<file path="src/rtl/lsu_byte_sequencer_if.sv">
// Request/response and data-memory bus for the LSU byte sequencer.
// The master side is the execute stage together with the memory; the slave side is the sequencer.
interface lsu_byte_sequencer_if #(
    parameter int AW   = 8,
    parameter int XLEN = 16
);
    logic            req_valid;
    logic            req_ready;
    logic            req_we;
    logic            req_word;
    logic            req_signed;
    logic [AW-1:0]   req_addr;
    logic [XLEN-1:0] req_wdata;
    logic            resp_valid;
    logic [XLEN-1:0] resp_rdata;
    logic [AW-1:0]   mem_A;
    logic [7:0]      mem_D;
    logic            mem_DW;
    logic [7:0]      mem_RD;

    modport master (
        output req_valid, req_we, req_word, req_signed, req_addr, req_wdata, mem_RD,
        input  req_ready, resp_valid, resp_rdata, mem_A, mem_D, mem_DW
    );

    modport slave (
        input  req_valid, req_we, req_word, req_signed, req_addr, req_wdata, mem_RD,
        output req_ready, resp_valid, resp_rdata, mem_A, mem_D, mem_DW
    );
endinterface

</file>
<file path="src/rtl/lsu_byte_sequencer.sv">
// Splits 16-bit load/store requests into little-endian byte accesses on an 8-bit memory
// and returns zero/sign-extended load data with a one-cycle response pulse.
module lsu_byte_sequencer #(
    parameter int AW   = 8,
    parameter int XLEN = 16
) (
    input  logic                 clk,
    input  logic                 rst,
    lsu_byte_sequencer_if.slave  bus
);
    typedef enum logic [1:0] {
        S_IDLE  = 2'd0,
        S_BYTE0 = 2'd1,
        S_BYTE1 = 2'd2,
        S_RESP  = 2'd3
    } state_t;

    state_t          r_state;
    state_t          w_next_state;

    logic            r_we;
    logic            r_word;
    logic            r_signed;
    logic [AW-1:0]   r_addr;
    logic [XLEN-1:0] r_wdata;
    logic [7:0]      r_byte0;

    logic [AW-1:0]   r_mem_a;
    logic [7:0]      r_mem_d;
    logic            r_mem_dw;
    logic            r_resp_valid;
    logic [XLEN-1:0] r_rdata;

    logic            w_accept;
    logic [AW-1:0]   w_mem_a_nx;
    logic [7:0]      w_mem_d_nx;
    logic            w_mem_dw_nx;
    logic [XLEN-1:0] w_rdata_nx;
    logic            w_byte0_cap;

    assign w_accept       = bus.req_valid && (r_state == S_IDLE);
    assign bus.req_ready  = (r_state == S_IDLE) && !rst;
    assign bus.resp_valid = r_resp_valid;
    assign bus.resp_rdata = r_rdata;
    assign bus.mem_A      = r_mem_a;
    assign bus.mem_D      = r_mem_d;
    assign bus.mem_DW     = r_mem_dw;

    // Next-state decode.
    always_comb begin
        w_next_state = r_state;
        case (r_state)
            S_IDLE: begin
                if (w_accept) begin
                    w_next_state = S_BYTE0;
                end else begin
                    w_next_state = S_IDLE;
                end
            end
            S_BYTE0: begin
                if (r_word) begin
                    w_next_state = S_BYTE1;
                end else begin
                    w_next_state = S_RESP;
                end
            end
            S_BYTE1: w_next_state = S_RESP;
            S_RESP:  w_next_state = S_IDLE;
            default: w_next_state = S_IDLE;
        endcase
    end

    // Memory-side outputs are registered one edge ahead, so they hold their last value when idle.
    always_comb begin
        w_mem_a_nx  = r_mem_a;
        w_mem_d_nx  = r_mem_d;
        w_mem_dw_nx = 1'b0;
        w_rdata_nx  = r_rdata;
        w_byte0_cap = 1'b0;
        case (r_state)
            S_IDLE: begin
                if (w_accept) begin
                    w_mem_a_nx  = bus.req_addr;
                    w_mem_d_nx  = bus.req_wdata[7:0];
                    w_mem_dw_nx = bus.req_we;
                end else begin
                    w_mem_dw_nx = 1'b0;
                end
            end
            S_BYTE0: begin
                if (r_word) begin
                    w_mem_a_nx  = r_addr + {{(AW-1){1'b0}}, 1'b1};
                    w_mem_d_nx  = r_wdata[15:8];
                    w_mem_dw_nx = r_we;
                    w_byte0_cap = !r_we;
                end else if (!r_we) begin
                    w_rdata_nx  = {{8{bus.mem_RD[7] & r_signed}}, bus.mem_RD};
                end else begin
                    w_rdata_nx  = r_rdata;
                end
            end
            S_BYTE1: begin
                if (!r_we) begin
                    w_rdata_nx = {bus.mem_RD, r_byte0};
                end else begin
                    w_rdata_nx = r_rdata;
                end
            end
            S_RESP:  w_mem_dw_nx = 1'b0;
            default: w_mem_dw_nx = 1'b0;
        endcase
    end

    // State register.
    always_ff @(posedge clk or posedge rst) begin
        if (rst) begin
            r_state <= S_IDLE;
        end else begin
            r_state <= w_next_state;
        end
    end

    // Request latch; inputs are ignored once the access is in flight.
    always_ff @(posedge clk or posedge rst) begin
        if (rst) begin
            r_we     <= 1'b0;
            r_word   <= 1'b0;
            r_signed <= 1'b0;
            r_addr   <= {AW{1'b0}};
            r_wdata  <= {XLEN{1'b0}};
        end else if (w_accept) begin
            r_we     <= bus.req_we;
            r_word   <= bus.req_word;
            r_signed <= bus.req_signed;
            r_addr   <= bus.req_addr;
            r_wdata  <= bus.req_wdata;
        end
    end

    // Output and load-data registers.
    always_ff @(posedge clk or posedge rst) begin
        if (rst) begin
            r_mem_a      <= {AW{1'b0}};
            r_mem_d      <= 8'h00;
            r_mem_dw     <= 1'b0;
            r_resp_valid <= 1'b0;
            r_rdata      <= {XLEN{1'b0}};
            r_byte0      <= 8'h00;
        end else begin
            r_mem_a      <= w_mem_a_nx;
            r_mem_d      <= w_mem_d_nx;
            r_mem_dw     <= w_mem_dw_nx;
            r_resp_valid <= (w_next_state == S_RESP);
            r_rdata      <= w_rdata_nx;
            if (w_byte0_cap) begin
                r_byte0 <= bus.mem_RD;
            end
        end
    end
endmodule

</file>
<file path="src/flat_wrapper.sv">
// flat-port wrapper written by rule: the top's interface ports become plain ports
module lsu_byte_sequencer_flat 
#(
    parameter int AW   = 8,
    parameter int XLEN = 16
)
  (clk, rst, bus_req_valid, bus_req_we, bus_req_word, bus_req_signed, bus_req_addr, bus_req_wdata, bus_mem_RD, bus_req_ready, bus_resp_valid, bus_resp_rdata, bus_mem_A, bus_mem_D, bus_mem_DW);
  lsu_byte_sequencer_if #(.AW(AW), .XLEN(XLEN)) bus_i ();
  input  logic clk;
  input  logic rst;
  input wire logic [$bits(bus_i.req_valid)-1:0] bus_req_valid;
  input wire logic [$bits(bus_i.req_we)-1:0] bus_req_we;
  input wire logic [$bits(bus_i.req_word)-1:0] bus_req_word;
  input wire logic [$bits(bus_i.req_signed)-1:0] bus_req_signed;
  input wire logic [$bits(bus_i.req_addr)-1:0] bus_req_addr;
  input wire logic [$bits(bus_i.req_wdata)-1:0] bus_req_wdata;
  input wire logic [$bits(bus_i.mem_RD)-1:0] bus_mem_RD;
  output wire logic [$bits(bus_i.req_ready)-1:0] bus_req_ready;
  output wire logic [$bits(bus_i.resp_valid)-1:0] bus_resp_valid;
  output wire logic [$bits(bus_i.resp_rdata)-1:0] bus_resp_rdata;
  output wire logic [$bits(bus_i.mem_A)-1:0] bus_mem_A;
  output wire logic [$bits(bus_i.mem_D)-1:0] bus_mem_D;
  output wire logic [$bits(bus_i.mem_DW)-1:0] bus_mem_DW;
  assign bus_i.req_valid = bus_req_valid;
  assign bus_i.req_we = bus_req_we;
  assign bus_i.req_word = bus_req_word;
  assign bus_i.req_signed = bus_req_signed;
  assign bus_i.req_addr = bus_req_addr;
  assign bus_i.req_wdata = bus_req_wdata;
  assign bus_i.mem_RD = bus_mem_RD;
  assign bus_req_ready = bus_i.req_ready;
  assign bus_resp_valid = bus_i.resp_valid;
  assign bus_resp_rdata = bus_i.resp_rdata;
  assign bus_mem_A = bus_i.mem_A;
  assign bus_mem_D = bus_i.mem_D;
  assign bus_mem_DW = bus_i.mem_DW;
  lsu_byte_sequencer #(.AW(AW), .XLEN(XLEN)) u_core (.clk(clk), .rst(rst), .bus(bus_i));
endmodule
</file>
<file path="config.mk">
export PLATFORM = sky130hd
export DESIGN_NAME = lsu_byte_sequencer_flat
export DESIGN_NICKNAME = d
export VERILOG_FILES = /design/src/rtl/lsu_byte_sequencer_if.sv /design/src/rtl/lsu_byte_sequencer.sv /design/src/flat_wrapper.sv
export SDC_FILE = /design/constraint.sdc
export NUM_CORES = 1
export LEC_CHECK = 0
export ABC_AREA = 1
export ABC_CLOCK_PERIOD_IN_PS = 2400
export CAP_MARGIN = 40
export CORE_AREA = 3 3 81 83
export CTS_BUF_LIST = sky130_fd_sc_hd__clkbuf_8
export DETAILED_ROUTE_END_ITERATION = 10
export DIE_AREA = 0 0 84 86
export PLACE_DENSITY_LB_ADDON = 0.3
export SYNTH_ARGS = -nofsm -noshare
export SYNTH_HDL_FRONTEND = slang
export SYNTH_SLANG_ARGS = --single-unit
</file>
<file path="constraint.sdc">
create_clock -name clk -period 2.4 [get_ports clk]
set_clock_uncertainty 0.1 [all_clocks]
set_input_delay 0.24 -clock clk [delete_from_list [all_inputs] [get_ports clk]]
set_output_delay 0.24 -clock clk [all_outputs]
set_load 0.02 [all_outputs]
</file>
==> out/metrics.cfg, run 1 <==
[power_and_ir_drop]
seqPwrFrac=0.357
switching_share=0.407
leakagePower_nw=1.87
power_frac_clock=0.152
vdd_drop_max_v=0.000623
intPower_mw=3.13
power.switching_mw=2.15
p_comb_frac=0.491
p_per_area_nw_per_um2=1340
power.total_mw=5.28

[clock_tree]
cts_resized=0
hold_buffers=0
cts-htree-levels=3
cts_buffers=9
clock_sinks=63
cts_root_buf=clkbuf_8
clkLatencyLatePin_ns=0.33
post_cts_buffers=0
clkTransAtPathRegs_ns=0.07
clock_path_buffers=2
cts_tree=yes

[floorplanning]
start_util=0.506
fp.dieH_um=86
die_w_um=84
io_pins=73
dieArea_um2=7220
core-area_um2=5920
row_count=28

[detailed_routing]
via_per_inst=4.90
first_iter_violations=130
drc=0
wl_per_cell_um=12.7
ant_nets=0
dr.pass1.iters=4
drt_wl_total_um=6270
vias=2420

[sta]
setup_viol=0
worstMarginPinSlew_ns=0.511
timing.fmax_ghz=0.461
slew_headroom=0.658
rsz0062_at_grt=false
timing.final.crit_share=0.904
maxSlewViolCount=0
finalHoldViolations=0
period_minus_slack_ns=2.17
tns_ns=0

[yosys]
yosysWarnings=0
ys_ff_latch=63
syn-num-nets=382
syn_inst=339
synth_area_leader_cell=dfrtp_1
avgSynthCellArea_um2=8.84
synth_top_cell_area_share=0.526
synth.distinct_cells=23
synthTopCellsByArea=dfrtp_1 (53%), nand2_1 (12%), o21ai_0 (6.0%)
ys_seq_area_frac=0.526
syn_area_um2=3000

[placed_design]
gp_congestion=0.746
io_buffers=72
dpl.hpwl_um=4560

[status]
status=finished, final reports clean

[flow_run]
cap_viol_max_count=0

[grt]
grt_use_met3=0.0423
antenna_found_initial=0
gr-usage-all-layers=0.191
busiest_layer=met2
met2_usage=0.281
grt_max_degree=33
grt_pass1_wl_um=11000
overflow=0
grt_pass1_vias=2399
use_met1=0.270

[worst_setup_path]
cp-start-kind=flip-flop
critPathCaptureType=output port
cp_max_fo=3
cp.required_ns=2.06
cp.arrival_ns=1.83
critPathKind=reg2out

[worst_hold_path]
min_path_type=in2async

[finish]
diodes=0
nNetsFinal=457
drive_gt1_frac=0.136
syn_to_final_growth_pct=31.3

[kinds of logic (layout without fill, tap and decap cells)]
group	Yosys count	count (layout)	synth area share
adder cells (fa/ha/maj)	5	5	0.0209
flip-flops	63	63	0.526
AND/OR/NAND/NOR	126	126	0.170
multiplexers	9	9	0.0338
buffers and inverters	64	144	0.102
AO/OA/AOI/OAI	71	71	0.144
XOR/XNOR	1	1	0.00292
[power groups by stage]
stage	clock, mW	sequential (mW)	combinational, mW
after floorplan	0	2.15	1.54
after CTS	0.824	1.88	2.63
after global routing	0.876	1.95	2.93
final	0.804	1.88	2.59
after global placement	0	1.88	2.54
after detailed placement	0	1.90	2.61
[placed cells by master, fill, tap and decap left out, types with 8 or more instances in the layout]
cell             synthesis  final
nand2_1                 96     96
clkdlybuf4s50_1          0     72
dfrtp_1                 63     63
inv_1                   46     46
o21ai_0                 36     36
o21ai_2                 13     13
clkbuf_8                 1     11
o211ai_1                10     10
nor2_1                  10     10
nand3_1                 10     10
mux2_2                   9      9
or2_2                    8      8
[worst max-delay path, cell delays in order (launching register included)]
cell	delay [ns]
dfrtp_1	0.39
inv_1	0.11
ha_1	0.26
inv_1	0.06
nor2_1	0.08
clkdlybuf4s50_1	0.61
[registers in the layout, summed over array words and instances, names as in the netlist]
| signal | flops |
|---|---|
| u_core.bus.resp_rdata | 16 |
| u_core.bus.mem_A | 8 |
| u_core.bus.mem_D | 8 |
| u_core.r_addr | 8 |
| u_core.r_byte0 | 8 |
| u_core.r_wdata | 8 |
| u_core.r_state | 2 |
| u_core.bus.mem_DW | 1 |
| u_core.bus.resp_valid | 1 |
| u_core.r_signed | 1 |
| u_core.r_we | 1 |
| u_core.r_word | 1 |
[final timing paths]
path	cells after the start	slack, ns	from	endpoint
worst max-delay path	5	0.23	u_core.r_state[0]$_DFF_PP0_	bus_req_ready
worst min-delay path	2	0.13	rst	u_core.r_wdata[15]$_DFFE_PP0P_
worst max register to register	8	0.29	u_core.r_state[1]$_DFF_PP0_	u_core.bus.mem_A[0]$_DFFE_PP0P_
worst min register to register	2	0.38	u_core.bus.mem_A[5]$_DFFE_PP0P_	u_core.bus.mem_A[5]$_DFFE_PP0P_
max in group asynchronous	3	1.52	rst	u_core.bus.resp_rdata[5]$_DFFE_PP0P_
min in group clk	2	0.38	u_core.bus.mem_A[5]$_DFFE_PP0P_	u_core.bus.mem_A[5]$_DFFE_PP0P_
[metrics by stage]
step	setup WS [ns]	hold WS (ns)	utilization	instances	area (um^2)
floorplan	0.490	0.285	-	339	3000
global placement	0.442	0.367	0.635	478	3760
global route	0.00332	0.158	0.664	494	3930
CTS	0.218	0.136	0.664	494	3930
detailed placement	0.323	0.372	0.635	478	3760
finish	0.230	0.135	0.664	494	3930
[Yosys cell counts]
library cell / number
nand2_1: 96
dfrtp_1: 63
inv_1: 46
o21ai_0: 36
o21ai_2: 13
nand3_1: 10
nor2_1: 10
o211ai_1: 10
mux2_2: 9
or2_2: 8
a21oi_1: 7
buf_6: 6
clkbuf_1: 5
ha_1: 5
o21ai_1: 4
buf_2: 2
buf_4: 2
inv_2: 2
and3_1: 1
clkbuf_8: 1
nand2_2: 1
o22ai_1: 1
xor2_1: 1
[cell type report]
cell class / instances / area (um^2)
Clock buffer: 11 / 151
Fill cell: 490 / 1990
Clock inverter: 5 / 23.8
Sequential cell: 63 / 1580
Timing Repair Buffer: 80 / 793
Tap cell: 75 / 93.8
Inverter: 48 / 180
Multi-Input combinational cell: 212 / 1110
[routing by layer]
layer  part of all wire  up-vias
li1                   -     1220
met1               0.45     1111
met2               0.46       81
met3              0.070        8
met4              0.017        0
met5                  0        -
No activity file was read; power rests on OpenSTA's default activity.
==> run 2, diff against run 1 <==
Settings changed: CTS_CLUSTER_SIZE set to 25, REMOVE_ABC_BUFFERS set to 1.
==> out/metrics.cfg, run 2 (synthesis gave the netlist of run 1 again) <==
[worst_setup_path]
worst-r2r-cell-count=8  ; unchanged
cp-start-kind=flip-flop
cp.required_ns=2.06  ; about the same
r2r_slack_ns=0.42  ; +0.13 ns
critPathCaptureType=output port
cp.arrival_ns=1.81  ; -0.02 ns
worstReg2RegStart=u_core.r_state[1]$_DFF_PP0_
r2r_end=u_core.bus.mem_D[5]$_DFFE_PP0P_
cp_max_fo=3  ; unchanged
critPathLaunch=u_core.r_state[0]$_DFF_PP0_
critPathKind=reg2out

[floorplanning]
start_util=0.506  ; unchanged
row_count=28  ; unchanged
fp.dieH_um=86  ; unchanged
core-area_um2=5920  ; unchanged
io_pins=73  ; unchanged
die_w_um=84  ; unchanged
dieArea_um2=7220  ; unchanged

[finish]
final_common_cell=nand2_1
final_core_util=0.664  ; unchanged
final_cell_mix=nand2_1 (96), clkdlybuf4s50_1 (72), dfrtp_1 (63)
largest_reg_flops=16  ; unchanged
syn_to_final_growth_pct=31.3  ; unchanged
nNetsFinal=455  ; -0.44%
finalNonFillerCells=492  ; -0.40%
drive_gt1_frac=0.129  ; -0.00654
diodes=0  ; unchanged

[power_and_ir_drop]
power_frac_clock=0.166  ; +0.014
switching_share=0.404  ; -0.00299
p_per_area_nw_per_um2=1370  ; +1.8%
seqPwrFrac=0.348  ; -0.009
p_comb_frac=0.486  ; -0.005
intPower_mw=3.20  ; +2.3%
leakagePower_nw=1.87  ; about the same
vdd_drop_max_v=0.000719  ; +15%
power.switching_mw=2.17  ; +1.1%

[flow_run]
cap_viol_max_count=0  ; unchanged

[sta]
finalHoldViolations=0  ; unchanged
tns_ns=0  ; unchanged
fin_ws_ns=0.246  ; +0.0160 ns
slew_headroom=0.547  ; -0.112
timing.fmax_ghz=0.464  ; +0.74%
setup_viol=0  ; unchanged
rsz0062_at_grt=false
period_minus_slack_ns=2.15  ; -0.0160 ns
worstMarginPinSlew_ns=0.679  ; +0.168 ns
maxSlewViolCount=0  ; unchanged
whs_ns=0.257  ; +0.123 ns
timing.final.crit_share=0.898  ; -0.00665

[clock_tree]
cts_root_buf=clkbuf_8
clock_path_buffers=2  ; unchanged
clkLatencyLatePin_ns=0.34  ; about the same
cts_tree=yes
cts_buffers=9  ; unchanged
post_cts_buffers=0  ; unchanged
cts_resized=0  ; unchanged
hold_buffers=0  ; unchanged
clkTransAtPathRegs_ns=0.06  ; about the same
clock_sinks=63  ; unchanged
cts-htree-levels=3  ; unchanged

[grt]
busiest_layer=met2
grt_pass1_vias=2367  ; -1.3%
antenna_found_initial=0  ; unchanged
overflow=0  ; unchanged
grt_max_degree=33  ; unchanged
use_met1=0.244  ; -0.0255
gr-usage-all-layers=0.188  ; -0.00293
grt_use_met3=0.0336  ; -0.00865
met2_usage=0.303  ; +0.0224
grt_pass1_wl_um=10800  ; -2.2%

[detailed_routing]
first_iter_violations=138  ; +6.2%
drc=0  ; unchanged
drt_wl_total_um=6330  ; +0.85%
dr.pass1.iters=4  ; unchanged
ant_nets=0  ; unchanged
vias=2413  ; -0.29%
wl_per_cell_um=12.9  ; +1.3%
via_per_inst=4.90  ; +0.12%

[status]
status=finished, final reports clean

[placed_design]
place_inst=476  ; -0.42%
dpl.hpwl_um=4410  ; -3.2%
gp_congestion=0.752  ; +0.72%
dp_slack_ns=0.438  ; +0.116 ns
io_buffers=72  ; unchanged

[worst_hold_path]
min_path_type=in2async

[run 2: stage by stage]
| stage | cell area (um^2) | total power [mW] |
|---|---|---|
| floorplan | 2870 | 3.49 |
| global placement | 3740 | 4.42 |
| detailed placement | 3740 | 4.51 |
| CTS | 3930 | 5.42 |
| global route | 3930 | 5.80 |
| finish | 3930 | 5.37 |
[run 2: critical path, stage by stage (launching register included)]
cell             delay (ns)
dfrtp_1                0.38
inv_1                  0.11
ha_1                   0.24
inv_1                  0.06
nor2_1                 0.08
clkdlybuf4s50_1        0.61
[run 2: routing by layer]
| metal | wire length [um] | vias up |
|---|---|---|
| li1 | - | 1217 |
| met1 | 2870 | 1129 |
| met2 | 3030 | 56 |
| met3 | 307 | 11 |
| met4 | 122 | 0 |
| met5 | 0 | - |
[run 2: worst max-delay path by stage]
stage | to | slack [ns] | depth (start not counted)
finish | bus_req_ready | 0.25 | 5
global route | bus_req_ready | 0.13 | 5
CTS | bus_req_ready | 0.23 | 5
detailed placement | u_core.bus.mem_D[5]$_DFFE_PP0P_ | 0.44 | 8
global placement | u_core.bus.mem_D[7]$_DFFE_PP0P_ | 0.53 | 8
floorplan | u_core.bus.resp_rdata[0]$_DFFE_PP0P_ | 0.04 | 7
[run 2: cell type report]
type	instances	area, um^2
Clock buffer	10	138
Clock inverter	6	52.6
Fill cell	518	1990
Inverter	48	180
Multi-Input combinational cell	212	1110
Sequential cell	63	1580
Tap cell	75	93.8
Timing Repair Buffer	78	778
[run 2: power by group through the flow]
stage | sequential, mW | combinational (mW) | clock, mW
2_1_floorplan | 2.15 | 1.33 | 0
5_1_grt | 1.94 | 2.91 | 0.955
3_5_place_dp | 1.89 | 2.63 | 0
4_1_cts | 1.87 | 2.65 | 0.906
3_3_place_gp | 1.87 | 2.55 | 0
6_report | 1.87 | 2.61 | 0.894
